[config.mk]
export PLATFORM = sky130hd
export DESIGN_NAME = mmio_bridge
export DESIGN_NICKNAME = d
export VERILOG_FILES = /design/src/rtl/mmio_bridge.sv
export SDC_FILE = /design/constraint.sdc
export NUM_CORES = 1
export LEC_CHECK = 0
export CORE_AREA = 2 2 160 162
export CTS_CLUSTER_DIAMETER = 40
export CTS_CLUSTER_SIZE = 24
export DETAILED_ROUTE_END_ITERATION = 6
export DIE_AREA = 0 0 162 164
export PLACE_DENSITY = 0.81
export SLEW_MARGIN = 20
export SYNTH_ARGS = -nofsm -noshare
export SYNTH_HDL_FRONTEND = slang
export SYNTH_SLANG_ARGS = --single-unit
[constraint.sdc]
create_clock -name clk_in -period 3.6 [get_ports clk_in]
set_input_delay 1.08 -clock clk_in [delete_from_list [all_inputs] [get_ports clk_in]]
set_output_delay 1.08 -clock clk_in [all_outputs]
set_load 0.1 [all_outputs]
[src/rtl/mmio_bridge.sv]
// mmio_bridge: splits the cpu byte bus into 128KB RAM and an I/O page holding the
// UART FIFOs, a free-running cycle counter and the program-stop latch.
module mmio_bridge #(
    parameter int TX_DEPTH = 16,
    parameter int RX_DEPTH = 16
) (
    input  logic        clk_in,
    input  logic        rst_in,
    input  logic        rdy_in,
    input  logic [31:0] cpu_a,
    input  logic [7:0]  cpu_dout,
    input  logic        cpu_wr,
    output logic [7:0]  cpu_din,
    output logic [16:0] ram_a,
    output logic [7:0]  ram_dout,
    output logic        ram_wr,
    input  logic [7:0]  ram_din,
    output logic [7:0]  tx_data,
    output logic        tx_valid,
    input  logic        tx_ready,
    input  logic [7:0]  rx_data,
    input  logic        rx_valid,
    output logic        rx_ready,
    output logic        program_stop,
    output logic        tx_overflow
);
    localparam int TXW = $clog2(TX_DEPTH);
    localparam int RXW = $clog2(RX_DEPTH);
    localparam logic [17:0] A_UART = 18'h30000;
    localparam logic [17:0] A_CNT0 = 18'h30004;
    localparam logic [17:0] A_CNT1 = 18'h30005;
    localparam logic [17:0] A_CNT2 = 18'h30006;
    localparam logic [17:0] A_CNT3 = 18'h30007;

    typedef enum logic [2:0] {
        SEL_NONE = 3'd0,
        SEL_RAM  = 3'd1,
        SEL_RX   = 3'd2,
        SEL_CNT0 = 3'd3,
        SEL_CNT1 = 3'd4,
        SEL_CNT2 = 3'd5,
        SEL_CNT3 = 3'd6,
        SEL_ZERO = 3'd7
    } rd_sel_e;

    rd_sel_e      sel_q, sel_d;
    logic [7:0]   data_q, data_d, hold_q;
    logic [31:0]  cnt_q, snap_q, snap_d;
    logic         stop_q, ovf_q;
    logic [7:0]   tx_mem [TX_DEPTH];
    logic [7:0]   rx_mem [RX_DEPTH];
    logic [TXW:0] tx_wp_q, tx_rp_q;
    logic [RXW:0] rx_wp_q, rx_rp_q;

    logic [17:0]  addr_s;
    logic         is_io_s, wr_s, rd_s;
    logic         tx_empty_s, tx_full_s, rx_empty_s, rx_full_s;
    logic         tx_req_s, tx_pop_s, tx_push_s, rx_pop_s, rx_push_s;
    logic [7:0]   tx_byte_s;
    logic         unused_s;

    assign addr_s     = cpu_a[17:0];
    assign unused_s   = ^cpu_a[31:18];
    assign is_io_s    = (addr_s[17:16] == 2'b11);
    assign wr_s       = rdy_in & cpu_wr;
    assign rd_s       = rdy_in & ~cpu_wr;

    assign tx_empty_s = (tx_wp_q == tx_rp_q);
    assign tx_full_s  = (tx_wp_q[TXW] != tx_rp_q[TXW]) && (tx_wp_q[TXW-1:0] == tx_rp_q[TXW-1:0]);
    assign rx_empty_s = (rx_wp_q == rx_rp_q);
    assign rx_full_s  = (rx_wp_q[RXW] != rx_rp_q[RXW]) && (rx_wp_q[RXW-1:0] == rx_rp_q[RXW-1:0]);

    // A stop write always enqueues a 0x00 marker; zero bytes to the UART port are dropped.
    assign tx_req_s   = ~stop_q & wr_s &
                        (((addr_s == A_UART) & (cpu_dout != 8'h00)) | (addr_s == A_CNT0));
    assign tx_byte_s  = (addr_s == A_CNT0) ? 8'h00 : cpu_dout;
    assign tx_pop_s   = ~tx_empty_s & tx_ready;
    assign tx_push_s  = tx_req_s & (~tx_full_s | tx_pop_s);
    assign rx_pop_s   = rd_s & (addr_s == A_UART) & ~rx_empty_s;
    assign rx_push_s  = rx_valid & ~rx_full_s;

    assign ram_a        = cpu_a[16:0];
    assign ram_dout     = cpu_dout;
    assign ram_wr       = rst_in & wr_s & ~is_io_s;
    assign tx_data      = tx_mem[tx_rp_q[TXW-1:0]];
    assign tx_valid     = ~tx_empty_s;
    assign rx_ready     = ~rx_full_s;
    assign program_stop = stop_q;
    assign tx_overflow  = ovf_q;

    // Read decode: choose next cycle's cpu_din source and load the I/O data register.
    always_comb begin
        sel_d  = sel_q;
        data_d = data_q;
        snap_d = snap_q;
        if (rd_s) begin
            if (!is_io_s) begin
                sel_d = SEL_RAM;
            end else begin
                case (addr_s)
                    A_UART: begin
                        sel_d  = SEL_RX;
                        data_d = rx_empty_s ? 8'h00 : rx_mem[rx_rp_q[RXW-1:0]];
                    end
                    A_CNT0: begin
                        sel_d  = SEL_CNT0;
                        data_d = cnt_q[7:0];
                        snap_d = cnt_q;
                    end
                    A_CNT1: begin
                        sel_d  = SEL_CNT1;
                        data_d = snap_q[15:8];
                    end
                    A_CNT2: begin
                        sel_d  = SEL_CNT2;
                        data_d = snap_q[23:16];
                    end
                    A_CNT3: begin
                        sel_d  = SEL_CNT3;
                        data_d = snap_q[31:24];
                    end
                    default: begin
                        sel_d  = SEL_ZERO;
                        data_d = 8'h00;
                    end
                endcase
            end
        end else if (wr_s) begin
            sel_d = SEL_NONE;
        end else begin
            sel_d = sel_q;
        end
    end

    // Read return mux: SEL_NONE replays whatever cpu_din showed last cycle.
    always_comb begin
        case (sel_q)
            SEL_NONE: cpu_din = hold_q;
            SEL_RAM:  cpu_din = ram_din;
            SEL_ZERO: cpu_din = 8'h00;
            default:  cpu_din = data_q;
        endcase
    end

    // Control state, counter and FIFO pointers.
    always_ff @(posedge clk_in or negedge rst_in) begin
        if (!rst_in) begin
            sel_q   <= SEL_NONE;
            data_q  <= 8'h00;
            hold_q  <= 8'h00;
            snap_q  <= 32'h0000_0000;
            cnt_q   <= 32'h0000_0000;
            stop_q  <= 1'b0;
            ovf_q   <= 1'b0;
            tx_wp_q <= '0;
            tx_rp_q <= '0;
            rx_wp_q <= '0;
            rx_rp_q <= '0;
        end else begin
            sel_q  <= sel_d;
            data_q <= data_d;
            hold_q <= cpu_din;
            snap_q <= snap_d;
            cnt_q  <= cnt_q + 32'd1;
            if (wr_s && (addr_s == A_CNT0)) stop_q <= 1'b1;
            if (tx_req_s && !tx_push_s)     ovf_q  <= 1'b1;
            if (tx_push_s) tx_wp_q <= tx_wp_q + (TXW+1)'(1);
            if (tx_pop_s)  tx_rp_q <= tx_rp_q + (TXW+1)'(1);
            if (rx_push_s) rx_wp_q <= rx_wp_q + (RXW+1)'(1);
            if (rx_pop_s)  rx_rp_q <= rx_rp_q + (RXW+1)'(1);
        end
    end

    // FIFO storage needs no reset; the pointers define what is valid.
    always_ff @(posedge clk_in) begin
        if (tx_push_s) tx_mem[tx_wp_q[TXW-1:0]] <= tx_byte_s;
        if (rx_push_s) rx_mem[rx_wp_q[RXW-1:0]] <= rx_data;
    end
endmodule

==> results.sh <==
export IMPL_slew_headroom_pct=48.0
export IMPL_grt_use_total_pct=23.7
export IMPL_final_cell_area_mm2=0.0180
export IMPL_layout_commonest_cell="edfxtp_1"
export IMPL_slowest_delay_ns=0.54
export IMPL_async_flop_share_pct=27.5
export IMPL_regArea_mm2=0.0101
export IMPL_die_y_um=164
export IMPL_hold_viol_final=0
export IMPL_cts_path_max_buffers=3
export IMPL_antenna_found_initial=1
export IMPL_start_kind="register"
export IMPL_ys_ff_latch=353
export IMPL_synthTopCellsByArea="edfxtp_1 52%, dfrtp_1 16%, mux4_2 12%"
export IMPL_synth_nets=914
export IMPL_vdd_drop_max_mv=0.920
export IMPL_dieWidth_um=162
export IMPL_num_vias=7903
export IMPL_cp_arrival_ns=2.49
export IMPL_yosys_warnings=0
export IMPL_syn_avg_cell_area_um2=17.6
export IMPL_core_mm2=0.0248
export IMPL_drv_cap=0
export IMPL_clock_sinks=353
export IMPL_root_buffer="clkbuf_16"
export IMPL_p_leak_nw=6.70
export IMPL_layout_common_cells="256 x edfxtp_1, 95 x dfrtp_1, 80 x mux4_2, 56 x buf_4"
export IMPL_grt_max_degree=88
export IMPL_rows=58
export IMPL_numPortBuffers=93
export IMPL_cts_made_buffers=38
export IMPL_nets=1048
export IMPL_area_growth_pct=21.7
export IMPL_clk_insertion_delay_late_ns=0.54
export IMPL_fin_crit_ns=3.57
export IMPL_place_area_mm2=0.0167
export IMPL_status="completed"
export IMPL_worst_setup_path_end_kind="primary output"
export IMPL_fin_skew_ns=0.0278
export IMPL_drc=0
export IMPL_synth_flop_cell="edfxtp_1"
export IMPL_grt_overflow=0
export IMPL_synth_seq_area_share_pct=68.4
export IMPL_crit_fanout=10
export IMPL_hold_ws_ns=0.396
export IMPL_syn_inst=841
export IMPL_cp_cell_sequence="buf_6 -> mux4_2 -> mux4_2 -> buf_12"
export IMPL_dp_slack_ns=0.136
export IMPL_synth_edff_count=256
export IMPL_gp_congestion=0.806
export IMPL_grt_first_pass_wirelength_um=47300
export IMPL_worstPathRequired_ns=2.52
export IMPL_setup_viol_count_final=0
export IMPL_cp_common_cell="mux4_2"
export IMPL_wl_um=30900
export IMPL_worstHoldPathType="in2async"
export IMPL_cts_clk_slew_worst_paths_ns=0.06
export IMPL_drt_iter0_markers=586
export IMPL_max_slew_worst_pin_slew_ns=0.779
export IMPL_multi_input_area_mm2=0.00430
export IMPL_drive_gt1_share_pct=30.2
export IMPL_yosysTopAreaCellShare_pct=52.0
export IMPL_synth_top_cell_by_area="edfxtp_1"
export IMPL_cts_tree="built"
export IMPL_tns_ns=0
export IMPL_drtPass1Iterations=5
export IMPL_rsz0062_at_grt="true"
export IMPL_wl_per_cell_um=23.1
export IMPL_cts_hold_buf=0
export IMPL_ant_nets=0
export IMPL_h_tree_depth=2
export IMPL_p_total_w=0.0118
export IMPL_n_antenna_cell=0
export IMPL_synth_area_mm2=0.0148
export IMPL_slowest_stage="mux4_2"
export IMPL_ff2ff_path_depth=5
export IMPL_period_share_pct=99.2
export IMPL_fin_ws_ns=0.0275
export IMPL_path_class="reg2out"
export IMPL_grt_pass1_vias=8223
export IMPL_power_density_mw_per_mm2=657
export IMPL_slew_viol_final=0
export IMPL_initial_core_util_pct=59.5
export IMPL_die_area_mm2=0.0266
export IMPL_vias_per_cell=5.92
export IMPL_synthDistinctLibCells=51
export IMPL_post_dp_hpwl_um=20000
export IMPL_final_fill_count=1515
export IMPL_io_pins=108
export IMPL_max_freq_mhz=280
[layer usage]
metal	track usage (%)	share of wire, %	up-vias
li1	-	-	3544
met1	32.3	40	4075
met2	40.6	53	231
met3	3.54	4.9	51
met4	6.88	2.3	2
met5	0	0.042	-
[power by group]
group / total, W / switching [W] / internal, W
Combinational: 0.00317 / 0.00187 / 0.00131
Clock: 0.00388 / 0.00164 / 0.00224
Sequential: 0.00477 / 0.000171 / 0.00460
[final cells by class]
cell class,count,area share (%)
well taps,330,2.29
clock inverters,29,1.71
multi-input cells,421,23.9
flip-flops and latches,353,56.2
clock buffers,41,5.40
repair buffers,151,10.3
inverters,10,0.209
[path summary, 6_finish.rpt]
check / from / endpoint / slack, ns
hold / removal: rst_in / tx_wp_q[1] / 0.40
max in group asynchronous: rst_in / rx_rp_q[0] / 2.20
hold reg to reg: tx_overflow / tx_overflow / 0.48
min in group clk_in: tx_overflow / tx_overflow / 0.48
setup reg to reg: rx_rp_q[0] / data_q[2] / 1.15
setup / recovery: tx_rp_q[0] / tx_data[1] / 0.03
[through the flow]
stage | utilization, % | std cells
2_1_floorplan | - | 841
3_3_place_gp | 67.2 | 1262
3_5_place_dp | 67.2 | 1262
4_1_cts | 72.4 | 1334
5_1_grt | 72.5 | 1335
6_report | 72.5 | 1335
[flip-flops by register name (all words and copies together) (netlist names)]
signal	flops
cnt_q	32
data_q	8
hold_q	8
program_stop	1
rx_mem	128
rx_rp_q	5
rx_wp_q	5
sel_q	3
snap_q	24
tx_mem	128
tx_overflow	1
tx_rp_q	5
tx_wp_q	5
[logic make-up after synthesis]
logic type      share of synthesized area, %
flops                                   68.4
fa+ha+maj                              0.931
simple gates                            6.88
compound gates                          2.87
xor+xnor                                3.44
mux                                     14.8
buf+inv                                 2.65
[worst max-delay path: cells and delay by family (launching register included)]
kind                   cells  cell delay [ns]
buffers and inverters      2             0.41
flip-flops                 1             0.49
multiplexers               2             1.06
[timing repair]
action,4_1_cts,5_1_grt
cloned,0,1
setup endpoints to repair,8,5
gates resized for setup,1,0
buffers inserted,2,0
[cells in the mapped netlist, types with 2 or more instances]
cell,number
mux4_2,80
buf_1,2
inv_1,9
nor4_4,2
buf_4,29
nand3_1,9
nand2_1,44
nor4_2,2
ha_1,11
nor4_1,2
buf_6,2
nand4_2,3
xor2_1,21
and3_1,20
o21bai_1,2
nor2_1,31
mux2_2,27
and4_1,5
a21oi_1,9
nor3_1,8
a221o_1,5
nor2b_1,11
o21ai_0,14
edfxtp_1,256
buf_2,12
mux2i_1,8
a22oi_1,10
or2_2,2
o22ai_1,5
o211ai_1,2
a2111oi_4,2
dfrtp_1,97
nand4_1,18
and2_1,12
xnor2_1,37
nand2b_1,7
clkbuf_1,11
Note: power is estimated with default switching activity, not from simulation.
